===== src/rtl/srambank_rmw_ctrl.sv =====
// srambank_rmw_ctrl
//   Request front-end for one synchronous single-port SRAM bank (2**AW words x DW bits).
//   - Accepts read and masked-write requests over a valid/ready handshake.
//   - Issues a full-mask write as a single SRAM write.
//   - Turns a partial-mask write into a read-modify-write.
//   - Drops an all-zero-mask write without touching the bank.
//   - Returns read data on a one-entry valid/ready response channel.
//   - With INIT_EN=1, writes zero to every word after reset before any request is taken.
//
// Ports
//   clk, rst_n            clock (posedge) and asynchronous active-low reset
//   req_valid/req_ready   request handshake
//   req_we, req_addr      1 = write / 0 = read, word address
//   req_wdata, req_wmask  write data and per-bit write enable
//   rsp_valid/rsp_ready   response handshake
//   rsp_rdata             read data, 0 while rsp_valid = 0
//   init_done             zero-init sweep complete (or never needed)
//   sram_banksel/read/write/addr/wd   bank control, address and write data
//   sram_dataout          registered read data from the bank
module srambank_rmw_ctrl #(
  parameter int AW      = 9,
  parameter int DW      = 34,
  parameter int INIT_EN = 1
) (
  input  logic          clk,
  input  logic          rst_n,
  input  logic          req_valid,
  output logic          req_ready,
  input  logic          req_we,
  input  logic [AW-1:0] req_addr,
  input  logic [DW-1:0] req_wdata,
  input  logic [DW-1:0] req_wmask,
  output logic          rsp_valid,
  input  logic          rsp_ready,
  output logic [DW-1:0] rsp_rdata,
  output logic          init_done,
  output logic          sram_banksel,
  output logic          sram_read,
  output logic          sram_write,
  output logic [AW-1:0] sram_addr,
  output logic [DW-1:0] sram_wd,
  input  logic [DW-1:0] sram_dataout
);

  typedef enum logic [2:0] {
    S_INIT,
    S_IDLE,
    S_RD,
    S_RSP,
    S_WR,
    S_RMW_RD,
    S_RMW_WR
  } state_t;

  localparam state_t        S_RESET = (INIT_EN != 0) ? S_INIT : S_IDLE;
  localparam logic [AW-1:0] CNT_MAX = '1;
  localparam logic [AW-1:0] CNT_ONE = {{(AW-1){1'b0}}, 1'b1};

  // Bits with mask=1 take the new data, the rest keep the stored word.
  function automatic logic [DW-1:0] f_merge(input logic [DW-1:0] old_d,
                                            input logic [DW-1:0] new_d,
                                            input logic [DW-1:0] mask);
    return (old_d & ~mask) | (new_d & mask);
  endfunction

  state_t          r_state;
  state_t          w_state_nxt;
  logic [AW-1:0]   r_cnt;
  logic            r_init_done;
  logic [AW-1:0]   r_addr;
  logic [DW-1:0]   r_wdata;
  logic [DW-1:0]   r_wmask;

  logic            w_req_ready;
  logic            w_accept;
  logic            w_rsp_valid;
  logic [DW-1:0]   w_rsp_rdata;
  logic            w_banksel;
  logic            w_read;
  logic            w_write;
  logic [AW-1:0]   w_addr;
  logic [DW-1:0]   w_wd;

  assign w_accept = req_valid & w_req_ready;

  // State register and init sweep counter
  always_ff @(posedge clk or negedge rst_n) begin
    if (!rst_n) begin
      r_state     <= S_RESET;
      r_cnt       <= '0;
      r_init_done <= 1'b0;
    end else begin
      r_state <= w_state_nxt;
      if (r_state == S_INIT) begin
        r_cnt <= r_cnt + CNT_ONE;
      end
      if (((r_state == S_INIT) && (r_cnt == CNT_MAX)) || (INIT_EN == 0)) begin
        r_init_done <= 1'b1;
      end
    end
  end

  // Request capture: sampled only on the accept edge, no reset needed
  always_ff @(posedge clk) begin
    if (w_accept) begin
      r_addr  <= req_addr;
      r_wdata <= req_wdata;
      r_wmask <= req_wmask;
    end
  end

  // Next state and output decode
  always_comb begin
    w_state_nxt = r_state;
    w_req_ready = 1'b0;
    w_rsp_valid = 1'b0;
    w_rsp_rdata = '0;
    w_banksel   = 1'b0;
    w_read      = 1'b0;
    w_write     = 1'b0;
    w_addr      = '0;
    w_wd        = '0;
    case (r_state)
      S_INIT: begin
        w_banksel = 1'b1;
        w_write   = 1'b1;
        w_addr    = r_cnt;
        if (r_cnt == CNT_MAX) begin
          w_state_nxt = S_IDLE;
        end
      end
      S_IDLE: begin
        // A response is never pending in IDLE, so only init_done gates acceptance.
        w_req_ready = r_init_done;
        if (w_accept) begin
          if (!req_we) begin
            w_state_nxt = S_RD;
          end else if (&req_wmask) begin
            w_state_nxt = S_WR;
          end else if (|req_wmask) begin
            w_state_nxt = S_RMW_RD;
          end
        end
      end
      S_RD: begin
        w_banksel   = 1'b1;
        w_read      = 1'b1;
        w_addr      = r_addr;
        w_state_nxt = S_RSP;
      end
      S_RSP: begin
        // No bank read happens here, so sram_dataout is stable for the whole hold.
        w_rsp_valid = 1'b1;
        w_rsp_rdata = sram_dataout;
        if (rsp_ready) begin
          w_state_nxt = S_IDLE;
        end
      end
      S_WR: begin
        w_banksel   = 1'b1;
        w_write     = 1'b1;
        w_addr      = r_addr;
        w_wd        = r_wdata;
        w_state_nxt = S_IDLE;
      end
      S_RMW_RD: begin
        w_banksel   = 1'b1;
        w_read      = 1'b1;
        w_addr      = r_addr;
        w_state_nxt = S_RMW_WR;
      end
      S_RMW_WR: begin
        w_banksel   = 1'b1;
        w_write     = 1'b1;
        w_addr      = r_addr;
        w_wd        = f_merge(sram_dataout, r_wdata, r_wmask);
        w_state_nxt = S_IDLE;
      end
      default: begin
        w_state_nxt = S_RESET;
      end
    endcase
  end

  // The reset state is INIT, which would otherwise drive a bank write while
  // rst_n is low; every output is forced to 0 for as long as reset is held.
  assign req_ready    = w_req_ready & rst_n;
  assign rsp_valid    = w_rsp_valid & rst_n;
  assign rsp_rdata    = w_rsp_rdata & {DW{rst_n}};
  assign init_done    = r_init_done;
  assign sram_banksel = w_banksel & rst_n;
  assign sram_read    = w_read & rst_n;
  assign sram_write   = w_write & rst_n;
  assign sram_addr    = w_addr & {AW{rst_n}};
  assign sram_wd      = w_wd & {DW{rst_n}};

endmodule


===== config.mk =====
export PLATFORM = sky130hd
export DESIGN_NAME = srambank_rmw_ctrl
export DESIGN_NICKNAME = d
export VERILOG_FILES = /design/src/rtl/srambank_rmw_ctrl.sv
export SDC_FILE = /design/constraint.sdc
export NUM_CORES = 1
export LEC_CHECK = 0
export CORE_MARGIN = 5
export CORE_UTILIZATION = 38
export CTS_CLUSTER_SIZE = 8
export DETAILED_ROUTE_END_ITERATION = 7
export MAX_ROUTING_LAYER = met4
export PLACE_DENSITY = 0.85
export SLEW_MARGIN = 10
export SYNTH_ARGS = -nofsm -noshare
export SYNTH_HDL_FRONTEND = slang
export SYNTH_SLANG_ARGS = --single-unit
export TNS_END_PERCENT = 50

===== constraint.sdc =====
create_clock -name clk -period 9.2 [get_ports clk]
set_clock_uncertainty 0.05 [all_clocks]
set_input_delay 1.84 -clock clk [delete_from_list [all_inputs] [get_ports clk]]
set_output_delay 1.84 -clock clk [all_outputs]
set_load 0.02 [all_outputs]

* Word-level counts from Yosys, hierarchy flattened
Cells that the tools add are included.
** Word-level totals
- Register bits after elaboration :: 90
- Word-level logic and storage cells :: 56
** Operators by class
- $add $sub $neg :: 1
- Equality and inequality tests :: 11
- Mux-type cells :: 15
- Bitwise operators :: 13
- Reduce and logical (&&, ||, !) cells :: 10
** Operators with widths (number)
- $and 34x34->34 :: 4
- $pmux 34 s2 :: 1
- $mux 34 :: 1
- $not 34->34 :: 1
- $or 34x34->34 :: 1
- $reduce_and 34->1 :: 1
- $reduce_or 34->1 :: 1
- $mux 3 :: 6
- $pmux 3 s6 :: 1
- $pmux 9 s2 :: 1
- $add 9x1->9 const B :: 1
- $and 9x9->9 :: 1
- $eq 3x3->1 const B :: 3
- $eq 9x9->1 const B :: 1
- $and 1x1->1 :: 6
- $eq 3x2->1 const B :: 2
- $mux 1 :: 5
- $reduce_or 5->1 :: 1
- $ne 2x2->1 const B :: 2
- $ne 4x4->1 const B :: 1
- $reduce_and 4->1 :: 1
- $reduce_or 2->1 :: 2
- $reduce_or 4->1 :: 1
- $eq 3x1->1 const B :: 1
- other kinds (4) :: 4

* Longest topological paths before layout
Gate-level depths: netlist of the first run.
- Word-level depth :: 6
- Gate-level depth with buffers :: 9

* Worst setup path after synthesis of the first run
OpenSTA, ideal clock, no wires.
- Path kind :: input to register
- Start :: input req_valid
- End :: register r_addr[0] (enable)
- Setup time :: 0.702 ns
- Arrival :: 9.200 ns
- Required time :: 8.448 ns
- Setup slack :: -0.752 ns
- Stages on the path :: 2
- Path buffers :: 0
- Cell sequence :: nand2_1 > nor4_1
** On the way
- Cells in the longest elaborated chain, start to end :: 1
** RTL lines
- start, declared :: line 27 : input logic req_valid,
- $and 1x1->1 :: line 84 : assign w_accept = req_valid & w_req_ready;
- named net w_accept :: line 75 : logic w_accept;
- end signal, assigned :: line 106 : r_addr <= req_addr;
- end, declared :: line 70 : logic [AW-1:0] r_addr;
The timed path passes the listed nets, and every way through them passes these cells.
A chain may end at the register's enable or synchronous reset.

* Final worst setup path of the first run
- Start :: input rst_n
- End :: output sram_wd[2]
** On the way
- Cells in the longest elaborated chain, start to end :: 1
** RTL lines
- start, declared :: line 26 : input logic rst_n,
- $and 34x34->34 :: line 195 : assign sram_wd = w_wd & {DW{rst_n}};
- end, declared :: line 41 : output logic [DW-1:0] sram_wd,
Every way passes these cells.

==> results of run 1 <==
-- state kept, by name (all words and copies together) (netlist names) --
signal / cells
r_wdata: 34
r_addr: 9
r_cnt: 9
init_done: 1
r_state: 3
r_wmask: 34
-- report_power, final --
group | internal, mW | switching (mW)
registers | 0.443 | 0
clock network | 0.210 | 0.147
logic | 0.0448 | 0.0169
total | 0.697 | 0.164
-- final timing paths --
| path | slack [ns] | cells after the start | start | to |
|---|---|---|---|---|
| worst max-delay path | 2.95 | 6 | rst_n | sram_wd[2] |
| worst min-delay path | 0.45 | 1 | r_cnt[7]$_DFFE_PN0N_ | r_cnt[7]$_DFFE_PN0N_ |
| worst max register to register | 6.58 | 3 | r_state[0]$_DFFE_PN0P_ | r_wmask[2]$_DFFE_PP_ |
| worst min register to register | 0.45 | 1 | r_cnt[7]$_DFFE_PN0N_ | r_cnt[7]$_DFFE_PN0N_ |
| max in group asynchronous | 7.05 | 2 | rst_n | r_state[1]$_DFFE_PN0P_ |
| min in group asynchronous | 1.81 | 2 | rst_n | r_state[0]$_DFFE_PN0P_ |
-- Yosys cell counts, types with 2 or more instances --
library cell  number
clkbuf_1          17
o21bai_1           2
nor3_1             3
and3_1             3
edfxtp_1          77
nor4_1            11
mux2i_1           34
a22oi_1            9
nand2_1           18
ha_1               2
dfrtp_1           13
and2_1            43
xnor2_1            5
o21ai_0           11
nor2_1            38
nand3_1            4
mux2_2             2
a31oi_1            2
nand4_1           10
nand2b_1          35
xor2_1             2
nand3b_1           2
or4_1              2
-- layer usage --
layer,part of all wire [%],wire (um),vias up,global-route usage (%)
met5,0,0,-,-
met4,2.4,299,0,5.73
met3,5.6,702,26,3.99
met2,51,6450,136,32.2
met1,41,5130,1684,22.5
li1,-,-,1696,-
-- logic make-up (layout without fill, tap and decap cells) --
kind of cell             after synthesis  after routing  share of synthesized area, %
AND/OR/NAND/NOR                      174            174                          22.2
XOR/XNOR                               7              7                          1.42
buffers and inverters                 19            220                          1.68
multiplexers                          36             36                          8.40
flip-flops                            90             90                          61.0
AO/OA/AOI/OAI                         31             31                          4.69
adder cells (fa/ha/maj)                2              2                         0.579
-- final cells by class --
cell class / count / area (sq um) / area share (%)
clock buffer: 11 / 233 / 3.44
inverter: 1 / 3.75 / 0.0555
sequential: 90 / 2640 / 39.0
multi-input combinational: 250 / 1630 / 24.1
tap: 143 / 179 / 2.65
timing repair buffer: 203 / 2020 / 29.9
clock inverter: 5 / 53.8 / 0.796
==> results.md, run 1 <==
- TritonCTS Buffers: 9
- Fin. Hold Viols: 0
- Vias: 3542
- Cells after synthesis: 359
- Finished Cell Area: 6760 sq um
- Hold buffer count at cts: 0
- Sequential area share after synthesis: 61.0%
- GPL Wtd Cong: 0.806
- Tot GR Track Use: 18.9%
- Critical Path RT: 7.31 ns
- Worst Setup End Kind: primary output
- Layout Utilization: 60.0%
- Top Ports: 199
- Commonest cells after routing, fill and taps aside: 198 x clkdlybuf4s50_1, 77 x edfxtp_1, 43 x and2_1, 38 x nor2_1, 35 x nand2b_1
- Synth top area share: 53.5%
- Async S/R FF share, synth: 14.4%
- Worst-skew pair later-pin latency: 0.33 ns
- Synth top area cells: edfxtp_1 54%, mux2i_1 7.9%, dfrtp_1 7.5%, and2_1 6.2%, nand2b_1 5.1%
- # Post-CTS Setup Buffers: 0
- Minimum clock period: 6.25 ns
- Fin cells: 703
- Max VDD drop: 0.000122 V
- Hold Slack: 0.450 ns
- Max-slew headroom: 28.8%
- # rows: 39
- Yosys Warn Count: 0
- Routed Antenna Nets: 0
- Max Slew Vio Count: 0
- Cells after DPL: 687
- WL/cell: 17.9 um
- WP buf/inv: 4
- Pleak: 2.51 nW
- Pwr Density: 127 nW/um^2
- Reg clk slew, reported paths: 0.06 ns
- Routed vias/inst: 5.04
- Die width: 117 um
- Vias in the first global route: 3769
- Dpl hpwl: 9610 um
- Placement Setup Slack: 2.91 ns
- Maxcap violations: 0
- CTS tree: done
- HP Class: register to register
- Crit-path cells: clkdlybuf4s50_1 > buf_4 > nand3_1 > buf_4 > nor2_1 > clkdlybuf4s50_1
- Tcrit/Tclk final: 67.9%
- Crit path DAT: 4.36 ns
- Main synth FF type: edfxtp_1
- RSZ-0062 raised after global routing: false
- Sink Count: 90
- Initial Util: 38.3%
- First-pass GRT wire length: 19200 um
- DIE AREA: 13600 sq um
- Mapped cell area: 4320 sq um
- Setup TNS: 0 ns
- Root buffer cell: clkbuf_16
- Status: completed
- Overflow after GRT: 0
- Distinct cells, synth: 37
- Core area: 11300 sq um
- Design Power: 0.861 mW
- Commonest non-fill, non-tap cell in the layout: clkdlybuf4s50_1
- Antenna Cells: 0
- Share of cells above drive strength 1: 4.11%
- Setup violations, final: 0
- CP max stage delay: 0.64 ns
- Fin nets: 673
- PostCTS Resize Cnt: 0
- Area after DPL: 6470 sq um
- Delay-heaviest family, CP: buffers and inverters
- DRC viols: 0
- Max clock buf depth: 2
- Worst Setup Slack, final: 2.95 ns
- Post-Route WL: 12600 um
- WS Path Type: input port to primary output
- Die Y: 117 um
- Post-synth EDFFs: 77
- CTS HTree Levels: 3
- Max Clk Rate: 160 MHz
- Syn Nets: 477
- DR pass1 iterations: 5
- Worst slew pin tran: 1.07 ns
- Layout fillers: 907
- P&R area growth vs syn: 56.4%
- Number of synthesized register bits: 90
- Syn Area/Cell: 12.0 sq um
- Largest net degree at the start of global routing: 60
- Top cell type by total area after synthesis: edfxtp_1
- I/O Buffers: 198
- CP startpoint kind: input port
- Max FO, Critical Path: 28
- Initial antenna violation count: 0
- Drt initial violations: 112
- CP max stage cell: clkdlybuf4s50_1
Power figures use the tool's default switching activity.
==> run 2: changes to the inputs <==
--- a/config.mk
+++ b/config.mk
@@ -6,11 +6,11 @@
 export NUM_CORES = 1
 export LEC_CHECK = 0
 export CORE_MARGIN = 5
-export CORE_UTILIZATION = 38
+export CORE_UTILIZATION = 42
 export CTS_CLUSTER_SIZE = 8
 export DETAILED_ROUTE_END_ITERATION = 7
 export MAX_ROUTING_LAYER = met4
-export PLACE_DENSITY = 0.85
+export PLACE_DENSITY = 0.88
 export SLEW_MARGIN = 10
 export SYNTH_ARGS = -nofsm -noshare
 export SYNTH_HDL_FRONTEND = slang
==> constraint.sdc (replaced) <==
create_clock -name clk -period 5.94 [get_ports clk]
set_clock_uncertainty 0.05 [all_clocks]
set_input_delay 1.188 -clock clk [delete_from_list [all_inputs] [get_ports clk]]
set_output_delay 1.188 -clock clk [all_outputs]
set_load 0.02 [all_outputs]
==> results.md, run 2 (synthesis results as in run 1) <==
- Initial Util: 42.4% (was 38.3%)
- Minimum clock period: 4.66 ns
- Reg clk slew, reported paths: 0.09 ns (was 0.06 ns)
- Max-slew headroom: 29.7% (was 28.8%)
- # Post-CTS Setup Buffers: 0 (unchanged)
- Core area: 10200 sq um (was 11300 sq um)
- Layout fillers: 796 (was 907)
- Commonest non-fill, non-tap cell in the layout: clkdlybuf4s50_1 (unchanged)
- Power Internal: 0.945 mW (was 0.697 mW)
- CTS HTree Levels: 3 (unchanged)
- Setup violations, final: 0 (unchanged)
- Drt initial violations: 211 (was 112)
- Share of cells above drive strength 1: 4.46% (was 4.11%)
- Routed vias/inst: 5.10 (was 5.04)
- Pwr Density: 178 nW/um^2 (was 127 nW/um^2)
- Largest net degree at the start of global routing: 60 (unchanged)
- Vias: 3551 (was 3542)
- # rows: 37 (was 39)
- Hold-critical path endpoint: r_cnt[7]$_DFFE_PN0N_ (unchanged)
- Sink Count: 90 (unchanged)
- Crit path DAT: 3.43 ns (was 4.36 ns)
- PostCTS Resize Cnt: 0 (unchanged)
- Gate power share: 8.1% (was 7.2%)
- Status: completed (unchanged)
- Critical Path RT: 4.70 ns (was 7.31 ns)
- Switch Pwr: 0.239 mW (was 0.164 mW)
- Fin. Hold Viols: 0 (unchanged)
- TritonCTS Buffers: 9 (unchanged)
- Tcrit/Tclk final: 78.5%
- Setup slack, reg-to-reg: 3.48 ns (was 6.58 ns)
- Vias in the first global route: 3741 (was 3769)
- DR pass1 iterations: 5 (unchanged)
- Sw Ratio: 20.2% (was 19.0%)
- Max Clk Rate: 214 MHz
- Root buffer cell: clkbuf_8 (was clkbuf_16)
- Top Ports: 199 (unchanged)
- Flop pwr share: 57.8% (was 51.4%)
- Clock network power share: 34.1% (was 41.5%)
- CP startpoint kind: input port (unchanged)
- Pleak: 2.46 nW (was 2.51 nW)
- Worst reg-to-reg path cell count: 4 (was 3)
- Die Y: 111 um (was 117 um)
- Largest registers: r_wdata: 34 flops, r_wmask: 34 flops (unchanged)
- Worst hold path stage count: 1 (unchanged)
- Die width: 111 um (was 117 um)
- Overflow after GRT: 0 (unchanged)
- Commonest cells after routing, fill and taps aside: 198 x clkdlybuf4s50_1, 77 x edfxtp_1, 43 x and2_1, 38 x nor2_1, 35 x nand2b_1 (unchanged)
- DIE AREA: 12400 sq um (was 13600 sq um)
- Placement Setup Slack: 1.25 ns (was 2.91 ns)
- Max clock buf depth: 2 (unchanged)
- Routed Antenna Nets: 0 (unchanged)
- CTS tree: done (unchanged)
- Worst hold start: r_cnt[7]$_DFFE_PN0N_ (unchanged)
- Tot GR Track Use: 19.7% (was 18.9%)
- DRC viols: 0 (unchanged)
- Worst-skew pair later-pin latency: 0.34 ns (was 0.33 ns)
- Initial antenna violation count: 0 (unchanged)
- Cells after DPL: 681 (was 687)
- I/O Buffers: 198 (unchanged)
- Fin cells: 696 (was 703)
- Antenna Cells: 0 (unchanged)
- HP Class: register to register (unchanged)
- Max FO, Critical Path: 20 (was 28)
- P&R area growth vs syn: 54.0% (was 56.4%)
- Max Slew Vio Count: 0 (unchanged)
- Setup TNS: 0 ns (unchanged)
- Dpl hpwl: 9310 um (was 9610 um)
- Worst r2r src: r_state[1]$_DFFE_PN0P_ (was r_state[0]$_DFFE_PN0P_)
- RSZ-0062 raised after global routing: false (unchanged)
- Maxcap violations: 0 (unchanged)
- Worst Setup Slack, final: 1.28 ns (was 2.95 ns)
- WL/cell: 17.7 um (was 17.9 um)
- First-pass GRT wire length: 19100 um (was 19200 um)
- Worst slew pin tran: 1.05 ns (was 1.07 ns)
- GPL Wtd Cong: 0.835 (was 0.806)
- Fin nets: 674 (was 673)
- Worst Setup End Kind: primary output (unchanged)
- WS Path Type: input port to primary output (unchanged)
- Worst R2R End: r_state[2]$_DFFE_PN0P_ (was r_wmask[2]$_DFFE_PP_)
- Post-Route WL: 12300 um (was 12600 um)
- Hold buffer count at cts: 0 (unchanged)
- Max VDD drop: 0.000125 V (was 0.000122 V)
run 2: changes by cell type in the layout (fill, tap and decap cells not counted), sizes merged:
cell,previous run,this run
buf,5,6
clkbuf,11,10
clkinv,3,2
clkinvlp,1,3
inv,1,0
run 2: layout make-up:
type	count	area [sq um]	area share [%]
Clock inverter	5	56.3	0.846
Clock buffer	10	128	1.92
Multi-Input combinational cell	250	1630	24.5
Sequential cell	90	2640	39.7
Inverter	1	3.75	0.0564
Tap cell	136	170	2.56
Timing Repair Buffer	204	2030	30.5
run 2: layer usage:
layer | GRT usage [%] | part of all wire [%]
met3 | 3.75 | 4.8
met2 | 33.9 | 53
met4 | 5.76 | 1.5
met1 | 23.6 | 41
met5 | - | 0
run 2: critical path, stage by stage:
cell and delay [ns]:
clkdlybuf4s50_1 0.50, nand3_1 0.49, buf_4 0.43, nor2_1 0.16, clkdlybuf4s50_1 0.64
run 2: how the worst max path moves through the flow:
stage,start,end,slack (ns),depth (start not counted)
finish,rst_n,sram_wd[1],1.28,5
global route,rst_n,sram_wd[1],1.19,5
CTS,rst_n,sram_wd[1],1.25,5
detailed placement,rst_n,sram_wd[1],1.25,5
global placement,rst_n,sram_wd[0],1.38,5
floorplan,req_valid,r_addr[0]$_DFFE_PP_,1.72,2
run 2: stage by stage:
| step | power [mW] | util (%) | area, sq um | hold slack, ns |
|---|---|---|---|---|
| 6_report | 1.18 | 65.3 | 6650 | 0.466 |
| 2_1_floorplan | 0.704 | - | 4340 | 0.418 |
| 3_3_place_gp | 0.792 | 63.5 | 6470 | 0.444 |
| 4_1_cts | 1.19 | 65.3 | 6650 | 0.467 |
| 5_1_grt | 1.23 | 65.3 | 6650 | 0.498 |
| 3_5_place_dp | 0.794 | 63.5 | 6470 | 0.448 |
run 2: power groups by stage:
stage          logic (mW)  clock network, mW  registers (mW)
6_report           0.0957              0.404           0.685
4_1_cts            0.0959              0.413           0.685
2_1_floorplan     0.00447                  0           0.699
3_5_place_dp       0.0952                  0           0.699
3_3_place_gp       0.0929                  0           0.699
5_1_grt             0.101              0.440           0.685
